<file path="config.mk">
export PLATFORM = sky130hd
export DESIGN_NAME = multichannel_enable_delay
export DESIGN_NICKNAME = d
export VERILOG_FILES = /design/src/rtl/multichannel_enable_delay.sv
export SDC_FILE = /design/constraint.sdc
export NUM_CORES = 1
export LEC_CHECK = 0
export BUFFER_PORTS_ARGS = -buffer_cell sky130_fd_sc_hd__clkbuf_2
export CORE_MARGIN = 5
export CORE_UTILIZATION = 40
export CTS_CLUSTER_DIAMETER = 80
export DETAILED_ROUTE_END_ITERATION = 10
export PLACE_DENSITY = 0.74
export SLEW_MARGIN = 20
export SYNTH_ARGS = -nofsm -noshare
export SYNTH_HDL_FRONTEND = slang
export SYNTH_SLANG_ARGS = --single-unit
</file>
<file path="constraint.sdc">
create_clock -name clock_i -period 5.1 [get_ports clock_i]
set_clock_uncertainty 0.2 [all_clocks]
set_input_delay 0.765 -clock clock_i [delete_from_list [all_inputs] [get_ports clock_i]]
set_output_delay 0.765 -clock clock_i [all_outputs]
set_load 0.02 [all_outputs]
</file>
<file path="src/rtl/multichannel_enable_delay.sv">
// rtl/multichannel_enable_delay.sv - N-channel enable delay with independent rise/fall delays
// Each channel runs its own IDLE/RISE_WAIT/ACTIVE/FALL_WAIT machine; outputs are registered from next state.
module multichannel_enable_delay #(
    parameter int N_CHANNELS    = 4,
    parameter int COUNTER_WIDTH = 16
) (
    input  logic                                clock_i,
    input  logic                                reset_i,
    input  logic [N_CHANNELS-1:0]               enable_i,
    input  logic [N_CHANNELS*COUNTER_WIDTH-1:0] rise_delay_i,
    input  logic [N_CHANNELS*COUNTER_WIDTH-1:0] fall_delay_i,
    output logic [N_CHANNELS-1:0]               delayed_enable_o,
    output logic [N_CHANNELS-1:0]               busy_o
);

    localparam int W = COUNTER_WIDTH;
    localparam logic [W-1:0] CNT_ONE = W'(1);

    typedef enum logic [1:0] {
        IDLE      = 2'd0,
        RISE_WAIT = 2'd1,
        ACTIVE    = 2'd2,
        FALL_WAIT = 2'd3
    } state_t;

    state_t         state_q [N_CHANNELS];
    state_t         state_d [N_CHANNELS];
    logic [W-1:0]   cnt_q   [N_CHANNELS];
    logic [W-1:0]   cnt_d   [N_CHANNELS];
    logic [N_CHANNELS-1:0] out_q, out_d;
    logic [N_CHANNELS-1:0] busy_q, busy_d;

    always_comb begin
        out_d  = '0;
        busy_d = '0;
        for (int i = 0; i < N_CHANNELS; i++) begin
            state_d[i] = state_q[i];
            cnt_d[i]   = cnt_q[i];
            case (state_q[i])
                IDLE: begin
                    if (enable_i[i]) begin
                        if (rise_delay_i[i*W +: W] == '0) begin
                            state_d[i] = ACTIVE;
                        end else begin
                            state_d[i] = RISE_WAIT;
                            cnt_d[i]   = rise_delay_i[i*W +: W];
                        end
                    end
                end
                RISE_WAIT: begin
                    // Dropping enable before the count expires swallows the pulse entirely.
                    if (!enable_i[i]) begin
                        state_d[i] = IDLE;
                    end else if (cnt_q[i] == CNT_ONE) begin
                        state_d[i] = ACTIVE;
                    end else begin
                        cnt_d[i] = cnt_q[i] - CNT_ONE;
                    end
                end
                ACTIVE: begin
                    if (!enable_i[i]) begin
                        if (fall_delay_i[i*W +: W] == '0) begin
                            state_d[i] = IDLE;
                        end else begin
                            state_d[i] = FALL_WAIT;
                            cnt_d[i]   = fall_delay_i[i*W +: W];
                        end
                    end
                end
                FALL_WAIT: begin
                    if (enable_i[i]) begin
                        state_d[i] = ACTIVE;
                    end else if (cnt_q[i] == CNT_ONE) begin
                        state_d[i] = IDLE;
                    end else begin
                        cnt_d[i] = cnt_q[i] - CNT_ONE;
                    end
                end
                default: begin
                    state_d[i] = IDLE;
                end
            endcase
            out_d[i]  = (state_d[i] == ACTIVE) || (state_d[i] == FALL_WAIT);
            busy_d[i] = (state_d[i] == RISE_WAIT) || (state_d[i] == FALL_WAIT);
        end
    end

    always_ff @(posedge clock_i) begin
        if (reset_i) begin
            for (int i = 0; i < N_CHANNELS; i++) begin
                state_q[i] <= IDLE;
                cnt_q[i]   <= '0;
            end
            out_q  <= '0;
            busy_q <= '0;
        end else begin
            for (int i = 0; i < N_CHANNELS; i++) begin
                state_q[i] <= state_d[i];
                cnt_q[i]   <= cnt_d[i];
            end
            out_q  <= out_d;
            busy_q <= busy_d;
        end
    end

    assign delayed_enable_o = out_q;
    assign busy_o           = busy_q;

endmodule

</file>
After elaboration in Yosys (flattened, before gate mapping):

Memory sizes are Yosys's and may differ from the RTL's.
Index checks and enable logic that the tools add are counted.

* multiplexer cells: 79
* add/subtract/negate cells: 4
* reductions and logical operators: 20
* bitwise logic cells: 8
* equal/unequal tests: 28

Operator list (number)
* $mux 16: 32
* $pmux 16 s4: 4
* $logic_not 16->1: 8
* $mux 2: 36
* $eq 16x1->1 const B: 4
* $sub 16x1->16 const B: 4
* $eq 2x2->1 const B: 16
* $pmux 2 s4: 4
* $eq 2x1->1 const B: 8
* $logic_not 2->1: 4
* $logic_or 1x1->1: 8
* $or 1x1->1: 8
* $mux 1: 3

* input bits: 134
* output and inout bits: 8
* bits in registers: 8
* memories kept: 2
* RAM bits: 72
* word-level logic and storage cells: 143

Memories
* cnt_q: depth 4, width 16, rd ports 4, clocked after Yosys merged registers in 0, wr ports 4, RTL line 28 `logic [W-1:0] cnt_q [N_CHANNELS];`
* state_q: depth 4, width 2, rd ports 4, clocked after Yosys merged registers in 0, wr ports 4, RTL line 26 `state_t state_q [N_CHANNELS];`

Logic depth before layout (Yosys ltp):

* word-level depth: 6
* depth in mapped cells: 11
* gate-level depth less buffers: 8

Least setup slack after synthesis:

No wires, ideal clock.

* path type: input port to flip-flop
* from: input rise_delay_i[4]
* to: memory cnt_q[0][14] in the netlist's numbering
* data required time: 4.826 ns
* data arrival time: 2.126 ns
* setup slack: 2.700 ns
* path buffers: 1
* setup time: 0.074 ns
* cell stages on the path: 6
* cells stage by stage: or4_1 > nor4_1 > or3_2 > buf_6 > o21ai_0 > a31oi_1

RTL lines
* start, declared: RTL line 10 `input logic [N_CHANNELS*COUNTER_WIDTH-1:0] rise_delay_i,`
* end, declared: RTL line 28

==> metrics.cfg <==
[outcome]
status=completed

[detailed_routing]
drcViolationCount=0
vias=6069
via_per_inst=5.61
first_iter_violations=458
final_antenna_net_count=0
detail_route.wl_per_cell_um=14.1
dr.pass1.iters=5
wirelength_um=15300

[synth]
syn_inst=796
yosysWarnings=0
synth_top_cell_area_share_pct=26.7
synth_fa_ha_area_share_pct=2.63
ys_seq_elements=76
synth_area_leader_cell=dfxtp_1
synthXorXnorAreaFrac_pct=1.38
synth.cell_area_um2=5700
synth_edf_count=0
async_reset_ff_share_pct=0
synth_top_family_by_area=simple AND/OR/NAND/NOR gates
synthTopCellsByArea=dfxtp_1 (27%), a21oi_1 (9.3%), mux2i_1 (8.4%)
yosys.area_share.simple_pct=29.1
synth_cell_types=58
avgSynthCellArea_um2=7.16
synth-main-ff-cell=dfxtp_1
synth_fp_nets=942
synthMuxAreaShare_pct=8.83
synth_compound_area_share_pct=25.4
seq_area_frac_synth_pct=26.7

[worst_hold_path]
hp-class=flop to flop

[die]
rows=43
die_x_um=129
core-area_um2=13900
start_util_pct=40.9
die_height_um=129
die_area_um2=16700
ios=142

[job]
drv_cap=0

[sta]
slew_viol_final=0
finalCritPeriodShare_pct=58.8
grt_setup_unrepaired=no
finalSetupTns_ns=0
relSlewSlack_pct=30.4
hold_viol=0
worst_slew_pin_slew_ns=1.04
setup_violations=0
fmax_mhz=333
finalCriticalPeriod_ns=3.00

[final_layout]
utilization_pct=48.3
area_growth_pct=18.1
final_common_cell=clkbuf_2
diodes=0
final_layout_size_suffix_gt1_share_pct=19.8
layout.nets=1043
final_cell_mix=clkbuf_2 (141), a21oi_1 (106), nor2_1 (78), dfxtp_1 (76), nand2_1 (65)

[global_routing]
grt_pass1_wl_um=25300
grt_max_degree=53
grt_pass1_vias=5552
grtUsageTotal_pct=18.0
overflow=0
antenna_found_initial=0

[worst_setup_path]
worstPathMaxFanout=22
cp.required_ns=5.15
end_kind=flop
worst-setup-path-type=flop to flop
crit_path_start_kind=flop
arrival_ns=3.05

[cts]
clock_sinks=76
cts_hold_buf=0
cts_buffer_depth=2
clkTransAtPathRegs_ns=0.06
cts_tree=done
insertion_delay_ns=0.34
cts_made_buffers=9
cts_resized=0
post_cts.repair.setup_buffers=0
root_buffer=clkbuf_16
cts_max_level=3

[power]
peakVddDrop_mv=0.230
power_density_nw_per_um2=331
cellLeakagePower_nw=2.58

[placement]
gp_congestion=0.896
dpl.hpwl_um=11500
portBuffers=141

-- registers in the layout, summed over array words and instances (netlist names) --
register,cells
cnt_q,64
state_q,5
delayed_enable_o,4
busy_o,3
-- routing by layer --
layer	up-vias	GRT usage (%)	share of wire, %
met2	172	28.7	46
met5	-	0	0
met1	2751	24.6	47
li1	3131	-	-
met4	0	5.25	1.1
met3	15	3.75	5.6
-- per-stage QoR --
stage | cell area [µm²] | setup WS, ns | std cells | power, W | hold WS (ns)
finish | 6730 | 2.10 | 1082 | 0.00223 | 0.278
global placement | 6410 | 2.11 | 1066 | 0.00154 | 0.263
CTS | 6730 | 2.14 | 1082 | 0.00224 | 0.275
detailed placement | 6410 | 2.04 | 1066 | 0.00155 | 0.267
floorplan | 5700 | 2.70 | 796 | 0.00135 | 0.249
global route | 6730 | 1.83 | 1082 | 0.00240 | 0.286
-- where the power goes --
part | switching, W | internal, W
Combinational | 0.000466 | 0.000321
Sequential | 0.0000909 | 0.000670
Clock | 0.000240 | 0.000439
Total | 0.000797 | 0.00143
-- Yosys cell counts, types with 6 or more instances --
master,n
a211oi_1,8
a21oi_1,106
a31oi_1,13
buf_2,10
clkbuf_1,37
dfxtp_1,76
ha_1,12
inv_1,21
mux2i_1,48
nand2_1,65
nand2b_1,28
nand3_1,23
nand4_1,9
nor2_1,78
nor2b_1,12
nor3_1,22
nor4_1,42
o21ai_0,62
o21ai_1,9
o22ai_1,6
o32ai_1,12
or2_2,7
or3_1,7
-- cell families (layout without fill, tap and decap cells) --
family | Yosys count | count (layout)
DFF | 76 | 76
muxes | 50 | 50
adders and majority gates | 12 | 12
xor gates and xnor gates | 9 | 9
buffers and inverters | 78 | 184
AOI/OAI and AO/OA | 250 | 250
and+or+nand+nor | 321 | 321
-- worst max-delay path, stage by stage, from the launching register on --
cell      delay, ns
dfxtp_1        0.38
inv_1          0.14
ha_1           0.61
nor2_1         0.11
mux2i_1        0.15
a221oi_1       0.30
o21a_1         0.62
nand3_1        0.19
a21oi_1        0.20
-- worst paths after layout --
kind                                                start                   endpoint  slack [ns]  cells past startpoint
worst min register to register  cnt_q[2][14]$_SDFFE_PP0P_  cnt_q[2][14]$_SDFFE_PP0P_        0.28                      2
worst max register to register   state_q[3][0]$_SDFF_PP0_   cnt_q[3][9]$_SDFFE_PP0P_        2.10                      8
worst min-delay path            cnt_q[2][14]$_SDFFE_PP0P_  cnt_q[2][14]$_SDFFE_PP0P_        0.28                      2
worst max-delay path             state_q[3][0]$_SDFF_PP0_   cnt_q[3][9]$_SDFFE_PP0P_        2.10                      8
-- area by class of cell --
class	count	area [µm²]
fillers	1406	7200
repair buffers	147	751
flip-flops and latches	76	1520
clock inverters	5	75.1
multi-input cells	642	3840
well taps	180	225
inverters	21	78.8
clock buffers	11	243
No activity file was read; power rests on OpenSTA's default activity.
